`config.mk`:
```
export PLATFORM = sky130hd
export DESIGN_NAME = countdown_timer
export DESIGN_NICKNAME = d
export VERILOG_FILES = /design/src/rtl/timer_pkg.sv /design/src/rtl/countdown_timer.sv
export SDC_FILE = /design/constraint.sdc
export NUM_CORES = 1
export LEC_CHECK = 0
export BUFFER_PORTS_ARGS = -buffer_cell sky130_fd_sc_hd__clkbuf_2
export CAP_MARGIN = 10
export CORE_AREA = 2 2 39 41
export DETAILED_ROUTE_END_ITERATION = 8
export DIE_AREA = 0 0 41 43
export GPL_ROUTABILITY_DRIVEN = 0
export PLACE_DENSITY_LB_ADDON = 0.1
export SETUP_SLACK_MARGIN = 0.4
export SYNTH_ARGS = -nofsm -noshare
export SYNTH_HDL_FRONTEND = slang
export SYNTH_SLANG_ARGS = --single-unit
```
`constraint.sdc`:
```
create_clock -name clock -period 2.5 [get_ports clock]
set_clock_uncertainty 0.05 [all_clocks]
set_input_delay 0.25 -clock clock [delete_from_list [all_inputs] [get_ports clock]]
set_output_delay 0.25 -clock clock [all_outputs]
set_load 0.01 [all_outputs]
```
`src/rtl/timer_pkg.sv`:
```
// Shared definitions for the countdown timer: default width and FSM state encoding.
package timer_pkg;

  localparam int TIMER_WIDTH = 4;

  localparam logic [1:0] ST_IDLE  = 2'd0;
  localparam logic [1:0] ST_RUN   = 2'd1;
  localparam logic [1:0] ST_PAUSE = 2'd2;

endpackage

```
`src/rtl/countdown_timer.sv`:
```
// Loadable down-counter with pause, abort, retrigger and optional auto-reload;
// emits a one-cycle done pulse at terminal count. All outputs are registered.
module countdown_timer
  import timer_pkg::*;
#(
  parameter int WIDTH       = TIMER_WIDTH,
  parameter bit AUTO_RELOAD = 1'b0
) (
  input  logic             clock,
  input  logic             reset,
  input  logic [WIDTH-1:0] load_val,
  input  logic             start,
  input  logic             pause,
  input  logic             abort,
  output logic [WIDTH-1:0] cnt,
  output logic             busy,
  output logic             paused,
  output logic             done
);

  logic [1:0]       r_state;
  logic [WIDTH-1:0] r_cnt;
  logic [WIDTH-1:0] r_reload;
  logic             r_busy;
  logic             r_paused;
  logic             r_done;

  logic [1:0]       w_state_nxt;
  logic [WIDTH-1:0] w_cnt_nxt;
  logic [WIDTH-1:0] w_reload_nxt;
  logic             w_done_nxt;
  logic             w_load_zero;
  logic             w_last;

  function automatic logic [WIDTH-1:0] dec_sat(input logic [WIDTH-1:0] v);
    return (v == '0) ? '0 : v - 1'b1;
  endfunction

  assign w_load_zero = (load_val == '0);
  // Treat 0 like 1 so a stray zero in RUN still terminates instead of sticking.
  assign w_last      = (r_cnt <= WIDTH'(1));

  always_ff @(posedge clock) begin
    if (reset) begin
      r_state <= ST_IDLE;
    end else begin
      r_state <= w_state_nxt;
    end
  end

  always_comb begin
    w_state_nxt = r_state;
    if (abort) begin
      w_state_nxt = ST_IDLE;
    end else if (start) begin
      w_state_nxt = w_load_zero ? ST_IDLE : ST_RUN;
    end else begin
      case (r_state)
        ST_IDLE:  w_state_nxt = ST_IDLE;
        ST_RUN: begin
          if (pause) begin
            w_state_nxt = ST_PAUSE;
          end else if (w_last && !AUTO_RELOAD) begin
            w_state_nxt = ST_IDLE;
          end else begin
            w_state_nxt = ST_RUN;
          end
        end
        ST_PAUSE: w_state_nxt = pause ? ST_PAUSE : ST_RUN;
        default:  w_state_nxt = ST_IDLE;
      endcase
    end
  end

  always_comb begin
    w_cnt_nxt    = r_cnt;
    w_reload_nxt = r_reload;
    w_done_nxt   = 1'b0;
    if (abort) begin
      w_cnt_nxt = '0;
    end else if (start) begin
      w_cnt_nxt    = load_val;
      w_reload_nxt = load_val;
      w_done_nxt   = w_load_zero;
    end else if (r_state == ST_RUN && !pause) begin
      if (w_last) begin
        w_done_nxt = 1'b1;
        w_cnt_nxt  = AUTO_RELOAD ? r_reload : '0;
      end else begin
        w_cnt_nxt = dec_sat(r_cnt);
      end
    end
  end

  always_ff @(posedge clock) begin
    if (reset) begin
      r_cnt    <= '0;
      r_reload <= '0;
      r_done   <= 1'b0;
      r_busy   <= 1'b0;
      r_paused <= 1'b0;
    end else begin
      r_cnt    <= w_cnt_nxt;
      r_reload <= w_reload_nxt;
      r_done   <= w_done_nxt;
      r_busy   <= (w_state_nxt != ST_IDLE);
      r_paused <= (w_state_nxt == ST_PAUSE);
    end
  end

  assign cnt    = r_cnt;
  assign busy   = r_busy;
  assign paused = r_paused;
  assign done   = r_done;

endmodule

```
Word level (Yosys, flattened, before mapping) --
Cells that the tools add are included. W data, S select, Z words.
Word-level totals: register bits after elaboration 9, input bits 9, output and inout port bits 7, logic and storage cells 31
Cells by class: $add $sub $neg 1, $lt $le $gt $ge 1, eq/ne operators 3, mux-type cells 14, reductions and logical operators 7
Operators with widths (count):
- $mux W4 | 4
- $logic_not A4 Y1 | 2
- $mux W2 | 4
- $mux W1 | 5
- $eq A2 B2 Y1 const B | 2
- $le A4 B1 Y1 const B | 1
- $pmux W2 S2 | 1
- $reduce_bool A2 Y1 | 2
- $sub A4 B1 Y4 const B | 1
- $eq A2 B1 Y1 const B | 1
- $reduce_or A2 Y1 | 1
- $logic_and A1 B1 Y1 | 1
- $logic_not A1 Y1 | 1

Longest topological paths before layout --
word-level depth 7, gate-level depth with buffers 5, depth with buffers taken out 5

Least setup slack after synthesis --
OpenSTA, ideal clock, no wires.
path kind reg2reg, start point register r_state[1], end point register r_cnt[2] (netlist: cnt[2]), data arrival time 1219 ps, required time 2328 ps, slack 1109 ps, cell stages (with the launch flop) 6, buffers on the path 0, period minus slack after synthesis 1391 ps, path through dfxtp_1 -> inv_1 -> ha_1 -> nand2b_1 -> o31a_2 -> o311a_1
Between the ends: longest elaborated chain between the ends 3
RTL lines:
- start: declaration | line countdown_timer.sv:21 | logic [1:0] r_state;
- start signal: assignment | line countdown_timer.sv:47 | r_state <= w_state_nxt;
- $eq A2 B1 Y1 | line countdown_timer.sv:85 | end else if (r_state == ST_RUN && !pause) begin
- $logic_and A1 B1 Y1 | line countdown_timer.sv:85
- $reduce_bool A2 Y1 (no line)
- end signal: assignment | line countdown_timer.sv:103 | r_cnt <= w_cnt_nxt;
- end: declaration | line countdown_timer.sv:22 | logic [WIDTH-1:0] r_cnt;
No other way between the ends. A chain may end at the register's enable or synchronous reset.

Worst setup path in the final report --
start point register r_state[1], end point register r_cnt[1] (netlist: cnt[1])
The elaborated chain is that of the path after synthesis.

==> impl_metrics.toml <==
[status]
outcome = "finished, final reports clean"

[setup_path]
cp-start-kind = "flop"
path_delay_family = "simple AND/OR/NAND/NOR gates"
timing.reg2reg.setup_slack_ns = 1.01
sort_of_element_at_the_end_of_the_critical_path = "flop"
slowest_stage = "sky130_fd_sc_hd__or4_1"
crit_fanout = 8
cp_slowest_stage_delay_ns = 0.51
cp_data_required_time_ns = 2.62
cp.arrival_ns = 1.61
crit-reg2reg-capture = "cnt[1]"
worst-r2r-cell-count = 5
r2r-start = "r_state[1]"
path_cells = "inv_1 > ha_1 > nand2b_1 > or4_1 > a31oi_1"
critical_path.n_buffers_inverters = 1
path_class = "reg2reg"

[clocking]
post_cts_buffers = 0
postCtsHoldBufs = 0
postCtsResizedCells = 0
cts_root_buf = "sky130_fd_sc_hd__clkbuf_4"
worst_setup_hold_path_clk_slew_ns = 0.06
number_of_sinks_handled_by_clock_tree_synthesis = 9
max-clock-path-buffers = 2
cts_htree_levels = 1
cts_buffers = 3
clock_latency_ns = 0.25
tritoncts_clock_tree = "done"

[synth]
synthDominantAreaCellType = "sky130_fd_sc_hd__dfxtp_1"
netlist-cell-type-count = 26
cell_types_with_the_largest_area_share_after_synthesis = "sky130_fd_sc_hd__dfxtp_1 39%, sky130_fd_sc_hd__ha_1 5.4%, sky130_fd_sc_hd__nand2b_1 4.1%, sky130_fd_sc_hd__nor2_1 4.1%, sky130_fd_sc_hd__or3_1 4.1%"
post_synth.cell_area_avg_um2 = 8.903
yosys_warning_count = 0
synth-seq-cells = 9
synth_top_area_share_pct = 38.92
synth-seq-area-share_pct = 38.92
post_synth_inst_count = 52
netlist_area_um2 = 462.9
mappedNetlistNets = 63

[sta]
accumulated_negative_setup_slack_ns = 0
timing.slew.headroom_pct = 70.32
report.final.hold_viol_count = 0
holdWs_ns = 0.2035
final.period_utilization_pct = 59.41
unrepaired_setup_endpoints_after_global_routing = "false"
period_minus_slack_ns = 1.485
max_slew.worst_pin.slew_ns = 0.4395
timing.final.max_slew_violations = 0
setup-violations-final = 0
clock.fmax_ghz = 0.6733

[grt]
grt_pass1_vias = 399
maximum_number_of_pins_on_one_net_before_global_route_repair = 14
grt_antenna_before_repair = 0
grt_util_all_layers_pct = 13.37
grt_first_pass_wirelength_um = 1593
grt_overflow_total = 0

[run]
cap_violations = 0

[drt]
routed-via-count = 420
pre_repair_dr_iteration_count = 1
first_iter_violations = 0
route.detailed.wl_per_inst_um = 11.08
route.final.wire_length_um = 931
drt.antenna.violating_nets = 0
viasPerCell = 5.000
remaining_drc_errors = 0

[power_and_ir_drop]
p_int_w = 0.0002249
static-leakage-power_nw = 0.2400
switching_power_w = 0.00006991
sequential_power_share_pct = 51.4
power_density_mw_per_mm2 = 522.5
combinational_power_share_pct = 11.9
sw_frac_of_total_pct = 23.71
power.ir.vdd_worst_mv = 0.2079
power.share.clock_pct = 36.7

[floorplan]
chipHeight_um = 43
design.die.area_mm2 = 0.001763
io-pin-count = 16
start_util_pct = 33.45
floorplan.core_area_mm2 = 0.001384
chipWidth_um = 41
row_count = 14

[layout]
area_growth_pct = 21.89
finish.net_count = 80
drive_above_1_share_pct = 29.41
finish.instance_area_um2 = 564.3
n_fill_cell = 158
n_antenna_cell = 0

[placement]
dpl_cell_area_um2 = 538.0
detailed_place_hpwl_um = 742.8
port-buffer-count = 15

[hold_path]
holdPathEnd = "cnt[3]"
worstHoldPathCells = 3
worst_hold_startpoint = "load_val[3]"
hp-class = "in2reg"
[worst max path at each step]
stage                from  cells after the start  slack (ns)  endpoint
5_1_grt        r_state[1]                      5        0.89    cnt[1]
6_report       r_state[1]                      5        1.01    cnt[1]
3_3_place_gp   r_state[1]                      5        1.03    cnt[2]
3_5_place_dp   r_state[1]                      5        1.02    cnt[2]
4_1_cts        r_state[1]                      5        0.99    cnt[1]
2_1_floorplan  r_state[1]                      5        1.11    cnt[2]
[registers in the layout, indices dropped and copies added, names as in the netlist]
register and cells:
paused 1, done 1, r_state 2, cnt 4, busy 1
[area by class of cell]
cell class                 count  area (um2)  area share, %
tap                           16       20.02          3.548
multi-input combinational     37       251.5          44.57
sequential                     9       180.2          31.93
timing repair buffer          15       75.07          13.30
clock buffer                   4       26.28          4.656
inverter                       3       11.26          1.996
[cell usage after synthesis]
| library cell | instances |
|---|---|
| sky130_fd_sc_hd__a21oi_1 | 3 |
| sky130_fd_sc_hd__a221oi_1 | 2 |
| sky130_fd_sc_hd__a31oi_1 | 1 |
| sky130_fd_sc_hd__buf_2 | 1 |
| sky130_fd_sc_hd__buf_6 | 1 |
| sky130_fd_sc_hd__clkbuf_1 | 1 |
| sky130_fd_sc_hd__dfxtp_1 | 9 |
| sky130_fd_sc_hd__ha_1 | 2 |
| sky130_fd_sc_hd__inv_1 | 3 |
| sky130_fd_sc_hd__nand2_1 | 2 |
| sky130_fd_sc_hd__nand2b_1 | 3 |
| sky130_fd_sc_hd__nand3b_1 | 1 |
| sky130_fd_sc_hd__nor2_1 | 5 |
| sky130_fd_sc_hd__nor2b_1 | 1 |
| sky130_fd_sc_hd__nor3_1 | 1 |
| sky130_fd_sc_hd__nor3b_1 | 1 |
| sky130_fd_sc_hd__nor4_1 | 2 |
| sky130_fd_sc_hd__nor4bb_1 | 1 |
| sky130_fd_sc_hd__o21bai_1 | 1 |
| sky130_fd_sc_hd__o311a_1 | 1 |
| sky130_fd_sc_hd__o31a_2 | 1 |
| sky130_fd_sc_hd__o41ai_1 | 2 |
| sky130_fd_sc_hd__or2_2 | 1 |
| sky130_fd_sc_hd__or3_1 | 3 |
| sky130_fd_sc_hd__or4_1 | 2 |
| sky130_fd_sc_hd__xor2_1 | 1 |
[worst min-delay path, stage by stage]
cell	delay (ns)
sky130_fd_sc_hd__clkbuf_2	0.10
sky130_fd_sc_hd__nand2_1	0.06
sky130_fd_sc_hd__a21oi_1	0.05
[per-stage QoR]
stage	worst slack, ns	total power [W]	utilization, %	instances
5_1_grt	0.8877	0.0003182	40.78	84
6_report	1.015	0.0002949	40.78	84
3_5_place_dp	1.020	0.0001901	38.88	80
4_1_cts	0.9950	0.0003023	40.78	84
2_1_floorplan	1.109	0.0001762	-	52
3_3_place_gp	1.033	0.0001904	38.88	80
[per-layer routing]
metal / wire, um / track usage, %
met4: 8 / 6.000
met2: 424 / 18.75
met3: 58 / 4.712
met5: 0 / 0
met1: 440 / 17.74
[kinds of logic (layout without fill, tap and decap cells)]
group / Yosys count / in the layout / synth area share, %
buffers and inverters: 6 / 22 / 6.755
adder cells (fa/ha/maj): 2 / 2 / 5.405
AND/OR/NAND/NOR: 23 / 23 / 28.92
flip-flops: 9 / 9 / 38.92
AO/OA/AOI/OAI: 11 / 11 / 18.11
XOR/XNOR: 1 / 1 / 1.892
[cell usage in the layout, fill, tap and decap left out]
cell	Yosys	final
sky130_fd_sc_hd__a221oi_1	2	2
sky130_fd_sc_hd__nand2b_1	3	3
sky130_fd_sc_hd__ha_1	2	2
sky130_fd_sc_hd__clkbuf_1	1	1
sky130_fd_sc_hd__or4_1	2	2
sky130_fd_sc_hd__nor4bb_1	1	1
sky130_fd_sc_hd__or2_2	1	1
sky130_fd_sc_hd__clkbuf_2	0	15
sky130_fd_sc_hd__nor3b_1	1	1
sky130_fd_sc_hd__o21bai_1	1	1
sky130_fd_sc_hd__a31oi_1	1	1
sky130_fd_sc_hd__a21oi_1	3	3
sky130_fd_sc_hd__nor2b_1	1	1
sky130_fd_sc_hd__xor2_1	1	1
sky130_fd_sc_hd__o31a_2	1	1
sky130_fd_sc_hd__o311a_1	1	1
sky130_fd_sc_hd__nor2_1	5	5
sky130_fd_sc_hd__nand2_1	2	2
sky130_fd_sc_hd__nor4_1	2	2
sky130_fd_sc_hd__o41ai_1	2	2
sky130_fd_sc_hd__inv_1	3	3
sky130_fd_sc_hd__or3_1	3	3
sky130_fd_sc_hd__nor3_1	1	1
sky130_fd_sc_hd__nand3b_1	1	1
sky130_fd_sc_hd__clkbuf_4	0	3
sky130_fd_sc_hd__dfxtp_1	9	9
[power groups by stage]
| stage | combinational, W | clock (W) | sequential, W |
|---|---|---|---|
| 6_report | 0.0000349 | 0.000108 | 0.000152 |
| 5_1_grt | 0.0000395 | 0.000126 | 0.000152 |
| 4_1_cts | 0.0000355 | 0.000115 | 0.000152 |
| 3_5_place_dp | 0.0000351 | 0 | 0.000155 |
| 3_3_place_gp | 0.0000354 | 0 | 0.000155 |
| 2_1_floorplan | 0.0000209 | 0 | 0.000155 |
Power figures use the tool's default switching activity.
